===== src/rtl/i2s_transmitter_pkg.sv =====
// Shared audio definitions for the I2S transmitter: frame geometry, sample types
// and slot-to-LRCK/data mapping helpers.
package i2s_transmitter_pkg;

    localparam int I2S_SLOTS = 32;
    localparam int I2S_WORD  = 16;

    typedef logic [$clog2(I2S_SLOTS)-1:0] slot_t;

    localparam slot_t LRCK_FALL_SLOT = slot_t'(31);
    localparam slot_t LRCK_RISE_SLOT = slot_t'(15);

    typedef logic signed [I2S_WORD-1:0] sample_t;

    typedef struct packed {
        sample_t l;
        sample_t r;
    } stereo_t;

    // LRCK leads each word by one slot, so it is high for slots 15..30.
    function automatic logic lrck_for_slot(input slot_t s);
        return (s >= LRCK_RISE_SLOT) && (s != LRCK_FALL_SLOT);
    endfunction

    function automatic logic slot_bit(input stereo_t f, input slot_t s);
        logic [3:0] idx;
        idx = ~s[3:0];
        return s[4] ? f.r[idx] : f.l[idx];
    endfunction

endpackage


===== src/rtl/i2s_transmitter_clkgen.sv =====
// BCLK divider with fall-event strobe; optional free-running MCLK when
// I2S_MCLK_EN is defined (otherwise MCLK is tied low).
module i2s_clkgen #(
    parameter int BCLK_DIV = 8,
    parameter int MCLK_DIV = 2
) (
    input  logic clk,
    input  logic rst_n,
    output logic o_bclk,
    output logic o_fall,
    output logic o_mclk
);

    localparam int DW = (BCLK_DIV > 1) ? $clog2(BCLK_DIV) : 1;

    logic [DW-1:0] r_div_cnt;
    logic          r_bclk;
    logic          w_wrap;

    assign w_wrap = (r_div_cnt == DW'(BCLK_DIV - 1));
    // High during the clk whose rising edge drives BCLK from 1 to 0.
    assign o_fall = w_wrap & r_bclk;
    assign o_bclk = r_bclk;

    always_ff @(posedge clk) begin
        if (!rst_n) begin
            r_div_cnt <= '0;
            r_bclk    <= 1'b0;
        end else if (w_wrap) begin
            r_div_cnt <= '0;
            r_bclk    <= ~r_bclk;
        end else begin
            r_div_cnt <= r_div_cnt + 1'b1;
        end
    end

`ifdef I2S_MCLK_EN
    localparam int MW = (MCLK_DIV > 1) ? $clog2(MCLK_DIV) : 1;

    logic [MW-1:0] r_mclk_cnt;
    logic          r_mclk;

    always_ff @(posedge clk) begin
        if (!rst_n) begin
            r_mclk_cnt <= '0;
            r_mclk     <= 1'b0;
        end else if (r_mclk_cnt == MW'(MCLK_DIV - 1)) begin
            r_mclk_cnt <= '0;
            r_mclk     <= ~r_mclk;
        end else begin
            r_mclk_cnt <= r_mclk_cnt + 1'b1;
        end
    end

    assign o_mclk = r_mclk;
`else
    assign o_mclk = 1'b0;
`endif

endmodule


===== src/rtl/i2s_transmitter.sv =====
// Philips I2S serialiser: captures one stereo pair per 32-slot frame and shifts it
// out MSB-first. MCLK output is enabled by defining I2S_MCLK_EN.
module i2s_transmitter
    import i2s_transmitter_pkg::*;
#(
    parameter int BCLK_DIV = 8,
    parameter int MCLK_DIV = 2
) (
    input  logic                clk,
    input  logic                rst_n,
    input  logic [I2S_WORD-1:0] audio_l,
    input  logic [I2S_WORD-1:0] audio_r,
    input  logic                mute,
    output logic                sample_stb,
    output logic                i2s_bclk,
    output logic                i2s_lrck,
    output logic                i2s_data,
    output logic                i2s_mclk
);

    logic    w_fall;
    logic    w_capture;
    logic    w_load;
    logic    w_data_nxt;
    slot_t   w_slot_nxt;

    slot_t   r_slot;
    logic    r_lrck;
    logic    r_data;
    logic    r_stb;
    stereo_t r_next;
    stereo_t r_hold;

    i2s_clkgen #(
        .BCLK_DIV (BCLK_DIV),
        .MCLK_DIV (MCLK_DIV)
    ) u_clkgen (
        .clk    (clk),
        .rst_n  (rst_n),
        .o_bclk (i2s_bclk),
        .o_fall (w_fall),
        .o_mclk (i2s_mclk)
    );

    assign w_slot_nxt = r_slot + 1'b1;
    assign w_capture  = w_fall && (w_slot_nxt == LRCK_FALL_SLOT);
    assign w_load     = w_fall && (w_slot_nxt == '0);
    // Hold registers load on this same edge, so slot 0 takes its MSB from r_next.
    assign w_data_nxt = w_load ? r_next.l[I2S_WORD-1] : slot_bit(r_hold, w_slot_nxt);

    always_ff @(posedge clk) begin
        if (!rst_n) begin
            r_slot <= slot_t'(30);
            r_lrck <= 1'b0;
            r_data <= 1'b0;
            r_stb  <= 1'b0;
            r_next <= '0;
            r_hold <= '0;
        end else begin
            r_stb <= w_capture;
            if (w_fall) begin
                r_slot <= w_slot_nxt;
                r_lrck <= lrck_for_slot(w_slot_nxt);
                r_data <= w_data_nxt;
            end
            if (w_capture) begin
                r_next <= mute ? stereo_t'('0) : stereo_t'({audio_l, audio_r});
            end
            if (w_load) begin
                r_hold <= r_next;
            end
        end
    end

    assign sample_stb = r_stb;
    assign i2s_lrck   = r_lrck;
    assign i2s_data   = r_data;

endmodule


===== config.mk =====
export PLATFORM = sky130hd
export DESIGN_NAME = i2s_transmitter
export DESIGN_NICKNAME = d
export VERILOG_FILES = /design/src/rtl/i2s_transmitter_pkg.sv /design/src/rtl/i2s_transmitter_clkgen.sv /design/src/rtl/i2s_transmitter.sv
export SDC_FILE = /design/constraint.sdc
export NUM_CORES = 1
export LEC_CHECK = 0
export BUFFER_PORTS_ARGS = -buffer_cell sky130_fd_sc_hd__buf_2
export CAP_MARGIN = 20
export CORE_MARGIN = 1.5
export CORE_UTILIZATION = 24
export DETAILED_ROUTE_END_ITERATION = 8
export GPL_TIMING_DRIVEN = 1
export PLACE_DENSITY_LB_ADDON = 0.25
export SYNTH_ARGS = -nofsm -noshare
export SYNTH_HDL_FRONTEND = slang
export SYNTH_SLANG_ARGS = --single-unit

===== constraint.sdc =====
create_clock -name clk -period 2.3 [get_ports clk]
set_input_delay 0.23 -clock clk [delete_from_list [all_inputs] [get_ports clk]]
set_output_delay 0.23 -clock clk [all_outputs]
set_load 0.005 [all_outputs]

Word level (Yosys, flattened, before mapping)
Index checks and enable logic that the tools add are counted.

Register bits after elaboration: 76. Input port bits: 35. Output and inout port bits: 5. Logic and storage cells: 33.

Add/subtract/negate cells: 2. Order comparisons: 2. Equality and inequality tests: 3. Multiplexer cells: 7. Bitwise logic cells: 4. Reduce and logical (&&, ||, !) cells: 5.

Operators with widths (number): $mux W32 (1); $bmux W1 S4 (2); $add A5 B1 Y5 const B (1); $eq A5 B5 Y1 const B (1); $ge A5 B4 Y1 const B (1); $logic_not A5 Y1 (1); $lt A4 B5 Y1 const B (1); $ne A5 B5 Y1 const B (1); $mux W1 (4); $not A4 Y4 (1); $add A3 B1 Y3 const B (1); $eq A3 B3 Y1 const B (1); $logic_and A1 B1 Y1 (3); $not A1 Y1 (2); $reduce_or A2 Y1 (1); $and A1 B1 Y1 (1).

Longest topological paths before layout
Word-level depth: 6. Gate-level depth with buffers: 9.

Cells and area by module
From an unflattened synthesis, not the netlist that was laid out.

Cells, all modules: 282. Area, all modules: 3269.4 sq um.

By module, submodules not included: i2s_transmitter (instances 1, cells an instance 268, area an instance 3103.0 sq um, seq. area each 1441.4 sq um); i2s_clkgen (instances 1, cells an instance 14, area an instance 166.4 sq um, seq. area each 80.1 sq um).

Least setup slack after synthesis
OpenSTA, ideal clock, no wires.

Kind: register -> register. Start: reg r_slot[0]. End: reg r_data, in the netlist i2s_data. Arrival time: 2.245 ns. Slack: -0.064 ns. Stages on the path, launching flop included: 9. Path buffers: 2. Path through: dfxtp_1 -> buf_2 -> inv_1 -> ha_1 -> clkbuf_1 -> mux4_2 -> a22oi_1 -> a211oi_1 -> o31a_1.

Longest elaborated chain between the ends: 6. Elaborated cells between the ends (all ways): 10. Those cells by class: 1 x add/sub; 6 x mux; 1 x bitwise; 2 x reduce/logical.

RTL lines: from (decl) (RTL line i2s_transmitter.sv:27) `slot_t r_slot;`; from (signal assigned) (RTL line i2s_transmitter.sv:53) `r_slot <= slot_t'(30);`; from (signal assigned) (RTL line i2s_transmitter.sv:62) `r_slot <= w_slot_nxt;`; $add A5 B1 Y5 (*) (RTL line i2s_transmitter.sv:45) `assign w_slot_nxt = r_slot + 1'b1;`; net w_slot_nxt[0] (RTL line i2s_transmitter.sv:25) `slot_t w_slot_nxt;`; $not A4 Y4 (RTL line i2s_transmitter_pkg.sv:27) `idx = ~s[3:0];`; $bmux W1 S4 (RTL line i2s_transmitter_pkg.sv:28) `return s[4] ? f.r[idx] : f.l[idx];`; $mux W1 (not written as such) (RTL line i2s_transmitter_pkg.sv:28); $mux W1 (RTL line i2s_transmitter_pkg.sv:28); $mux W1 (*) (RTL line i2s_transmitter.sv:49) `assign w_data_nxt = w_load ? r_next.l[I2S_WORD-1] : slot_bit(r_hold, w_slot_nxt);`; to (signal assigned) (RTL line i2s_transmitter.sv:64) `r_data <= w_data_nxt;`; to (decl) (RTL line i2s_transmitter.sv:29) `logic r_data;`.

Mark *: on every way through the listed nets, which the timed path passes. The rest lies on a longest branch. The select of a mux whose other input is x is not followed. A chain may end at the register's enable or synchronous reset.

Final worst setup path
Start: reg r_slot[1]. End: reg r_next[5] (netlist bit).

Longest elaborated chain between the ends: 3.

RTL lines: $add A5 B1 Y5 (RTL line i2s_transmitter.sv:45); $eq A5 B5 Y1 (RTL line i2s_transmitter.sv:46) `assign w_capture = w_fall && (w_slot_nxt == LRCK_FALL_SLOT);`; $logic_and A1 B1 Y1 (RTL line i2s_transmitter.sv:46); to (signal assigned) (RTL line i2s_transmitter.sv:67) `r_next <= mute ? stereo_t'('0) : stereo_t'({audio_l, audio_r});`; to (decl) (RTL line i2s_transmitter.sv:31) `stereo_t r_next;`.

Every way passes these cells.

==> results.py <==
metrics = {
    "run_status": {
        "outcome": "complete, no violations",
    },
    "synth": {
        "synth_cell_types": 45,
        "synthTopCellsByArea": "dfxtp_1 48%, mux2i_1 12%, a22o_1 8.3%",
        "synthesis.nets": 320,
        "yosysWarnings": 0,
        "synth_seq_cells": 76,
        "synth_top_cell_area_share_pct": 48.3,
        "avgSynthCellArea_sq_um": 11.2,
        "synth_area_leader_cell": "dfxtp_1",
        "netlist_area_sq_um": 3150,
        "synth_edf_count": 0,
        "ys.flop_type": "dfxtp_1",
        "synthArstFlopShare_pct": 0,
        "synth_cells": 280,
        "seq_area_frac_synth_pct": 48.3,
    },
    "route": {
        "ant_nets": 0,
        "drc": 0,
        "avgViaCountPerCell": 4.28,
        "finalWirelength_um": 6610,
        "first_pass_iters": 4,
        "drtIter0Drc": 62,
        "vias": 2122,
        "wl_per_cell_um": 13.3,
    },
    "pwr": {
        "power.switching_w": 0.000569,
        "leakage_nw": 1.42,
        "p_int_w": 0.00230,
        "p_sw_share_pct": 19.9,
        "power_density_nw_per_um2": 751,
        "seqPwrFrac_pct": 46.2,
        "combPwrFrac_pct": 2.3,
        "clkPwrFrac_pct": 51.5,
        "ir_drop_mv": 0.376,
    },
    "min_path": {
        "hold_depth": 2,
        "hp-start": "audio_l[11]",
        "worstHoldPathType": "primary input to flop",
        "hold_end": "r_next[27]$_SDFFE_PN0P_",
    },
    "sta": {
        "setup_slack_ns": 0.184,
        "fmax_mhz": 473,
        "min_period_ns": 2.12,
        "finClkSkew_ns": 0.00684,
        "setup_tns_ns": 0,
        "maxSlewViolCount": 0,
        "finalCritPeriodShare_pct": 92.0,
        "setup_violations": 0,
        "rsz0062_at_grt": "false",
        "final-hold-violation-count": 0,
    },
    "finish": {
        "seqCellArea_sq_um": 1520,
        "area_delta_synth_final_pct": 21.2,
        "drive_gt1_share_pct": 25.9,
        "multiInputGateArea_sq_um": 1460,
        "nFillCells": 1343,
        "nets": 360,
        "diodes": 0,
    },
    "setup_path": {
        "start_kind": "flop",
        "critPathKind": "flop to flop",
        "crit_path_end_kind": "flop",
        "critPathMaxFanout": 30,
        "worstPathRequired_ns": 2.51,
        "r2r_slack_ns": 0.18,
        "reg2reg_to": "r_next[5]$_SDFFE_PN0P_",
        "reg2regPathDepth": 6,
        "r2r-start": "r_slot[1]$_SDFFE_PN1P_",
        "crit_arrival_ns": 2.33,
    },
    "placement": {
        "dpl.hpwl_um": 4720,
        "numPortBuffers": 38,
        "pre_cts_ws_ns": 0.206,
        "place.gp.congestion": 0.779,
    },
    "global_route": {
        "grt_max_degree": 33,
        "grt_first_pass_wirelength_um": 11300,
        "grt_overflow": 0,
        "gr-usage-met3_pct": 2.62,
        "grtUsageTotal_pct": 10.2,
        "antenna_found_initial": 0,
        "met1_usage_pct": 12.6,
        "first_global_vias": 2242,
        "grtUsageMet2_pct": 16.8,
        "grt_busiest_layer": "met2",
    },
    "cts": {
        "cts_sinks": 76,
        "clk_pin_slew_ns": 0.06,
        "post_cts_resized": 0,
        "clock_path_buffers": 2,
        "cts-root-buf": "clkbuf_16",
        "h-tree-depth": 3,
        "cts_tree": "yes",
        "postCtsHoldBufs": 0,
        "clock_latency_ns": 0.33,
        "cts_setup_buffers": 0,
        "cts_made_buffers": 9,
    },
    "floorplanning": {
        "initial_core_util_pct": 24.7,
        "fp.dieArea_sq_um": 13800,
        "core-area_sq_um": 12700,
        "fp.dieW_um": 118,
        "pin_count": 40,
        "die_h_um": 118,
        "rows": 41,
    },
    "run": {
        "cap_violations": 0,
    },
}
==> worst max path at each step <==
stage	start	end	slack [ns]	depth (start not counted)
after CTS	u_clkgen.r_div_cnt[0]$_SDFF_PP0_	r_hold[24]$_SDFFE_PN0P_	0.19	8
final	r_slot[1]$_SDFFE_PN1P_	r_next[5]$_SDFFE_PN0P_	0.18	6
after global routing	u_clkgen.r_div_cnt[0]$_SDFF_PP0_	r_hold[14]$_SDFFE_PN0P_	0.02	8
after global placement	u_clkgen.r_div_cnt[0]$_SDFF_PP0_	r_hold[15]$_SDFFE_PN0P_	0.24	8
after detailed placement	u_clkgen.r_div_cnt[0]$_SDFF_PP0_	r_hold[31]$_SDFFE_PN0P_	0.21	8
after floorplan	r_slot[0]$_SDFFE_PN0P_	i2s_data$_SDFFE_PN0P_	0.09	8
==> worst max-delay path, cell delays in order (launching register included) <==
cell and delay [ns]:
dfxtp_1 0.40, ha_1 0.39, nand3_1 0.21, xnor2_2 0.23, o2111ai_2 0.22, and2_4 0.33, a22o_1 0.22
==> power by group through the flow <==
stage	combinational (W)	clock [W]	sequential, W
after floorplan	0.0000329	0	0.00135
after global placement	0.0000672	0	0.00135
after detailed placement	0.0000685	0	0.00135
after CTS	0.0000687	0.00152	0.00132
after global routing	0.0000750	0.00157	0.00132
final	0.0000662	0.00148	0.00132
==> metal layers <==
| layer | wire length (um) | part of all wire (%) |
|---|---|---|
| met3 | 199 | 3.0 |
| met5 | 0 | 0 |
| met4 | 139 | 2.1 |
| met1 | 3270 | 50 |
| met2 | 3000 | 45 |
==> per-stage QoR <==
stage,area (sq um),total power (W),instances,hold slack [ns],utilization (%)
after detailed placement,3500,0.00142,481,0.428,27.5
final,3820,0.00286,496,0.117,30.0
after global placement,3500,0.00142,481,0.415,27.5
after floorplan,3150,0.00138,280,0.363,-
after global routing,3820,0.00297,496,0.115,30.0
after CTS,3820,0.00291,496,0.106,30.0
==> cells by family after synthesis <==
logic type / Yosys count / share of synthesized area, %
AO/OA/AOI/OAI: 49 / 13.6
buffers and inverters: 25 / 5.56
adder cells (fa/ha/maj): 5 / 1.99
flip-flops: 76 / 48.3
other: 1 / 0.119
AND/OR/NAND/NOR: 74 / 11.3
multiplexers: 45 / 17.5
XOR/XNOR: 5 / 1.63
==> sequential cells by signal (all words and copies together) (netlist names) <==
name / count
i2s_data: 1
i2s_lrck: 1
r_hold: 32
r_next: 32
r_slot: 5
sample_stb: 1
u_clkgen.o_bclk: 1
u_clkgen.r_div_cnt: 3
==> area by class of cell <==
type | instances | area share, %
clock buffer | 9 | 5.90
clock inverter | 6 | 2.33
inverter | 4 | 0.393
multi-input combinational | 179 | 38.2
sequential | 76 | 39.9
tap | 172 | 5.64
timing repair buffer | 50 | 7.67
==> synth_stat cells (2+ instances only) <==
master and instances:
ha_1 5, nor2b_1 2, buf_2 2, o211ai_1 2
nor3_1 2, mux2i_1 37, clkbuf_1 7, a31o_2 2
and2_1 2, nor2_1 41, nand3_1 5, nand2_1 7
a22o_1 30, nor3b_1 2, o21ai_0 3, xnor2_1 4
buf_4 6, a21oi_1 2, dfxtp_1 76, or3_1 2
inv_1 4, and3_1 2, mux4_2 8, buf_6 3
buf_8 3, or3_4 2
==> cell usage in the layout, fill, tap and decap left out, types with 2 or more instances in the layout <==
| master | n |
|---|---|
| dfxtp_1 | 76 |
| nor2_1 | 41 |
| buf_2 | 38 |
| mux2i_1 | 37 |
| a22o_1 | 30 |
| buf_4 | 11 |
| clkbuf_16 | 9 |
| mux4_2 | 8 |
| nand2_1 | 7 |
| nand3_1 | 5 |
| ha_1 | 5 |
| inv_1 | 4 |
| xnor2_1 | 4 |
| o21ai_0 | 3 |
| or3_4 | 2 |
| and3_1 | 2 |
| and2_1 | 2 |
| nor3b_1 | 2 |
| nor3_1 | 2 |
| or3_1 | 2 |
| o211ai_1 | 2 |
| nor2b_1 | 2 |
| a21oi_1 | 2 |
| a31o_2 | 2 |
| clkinvlp_4 | 2 |
| bufinv_16 | 2 |
Note: power is estimated with default switching activity, not from simulation.
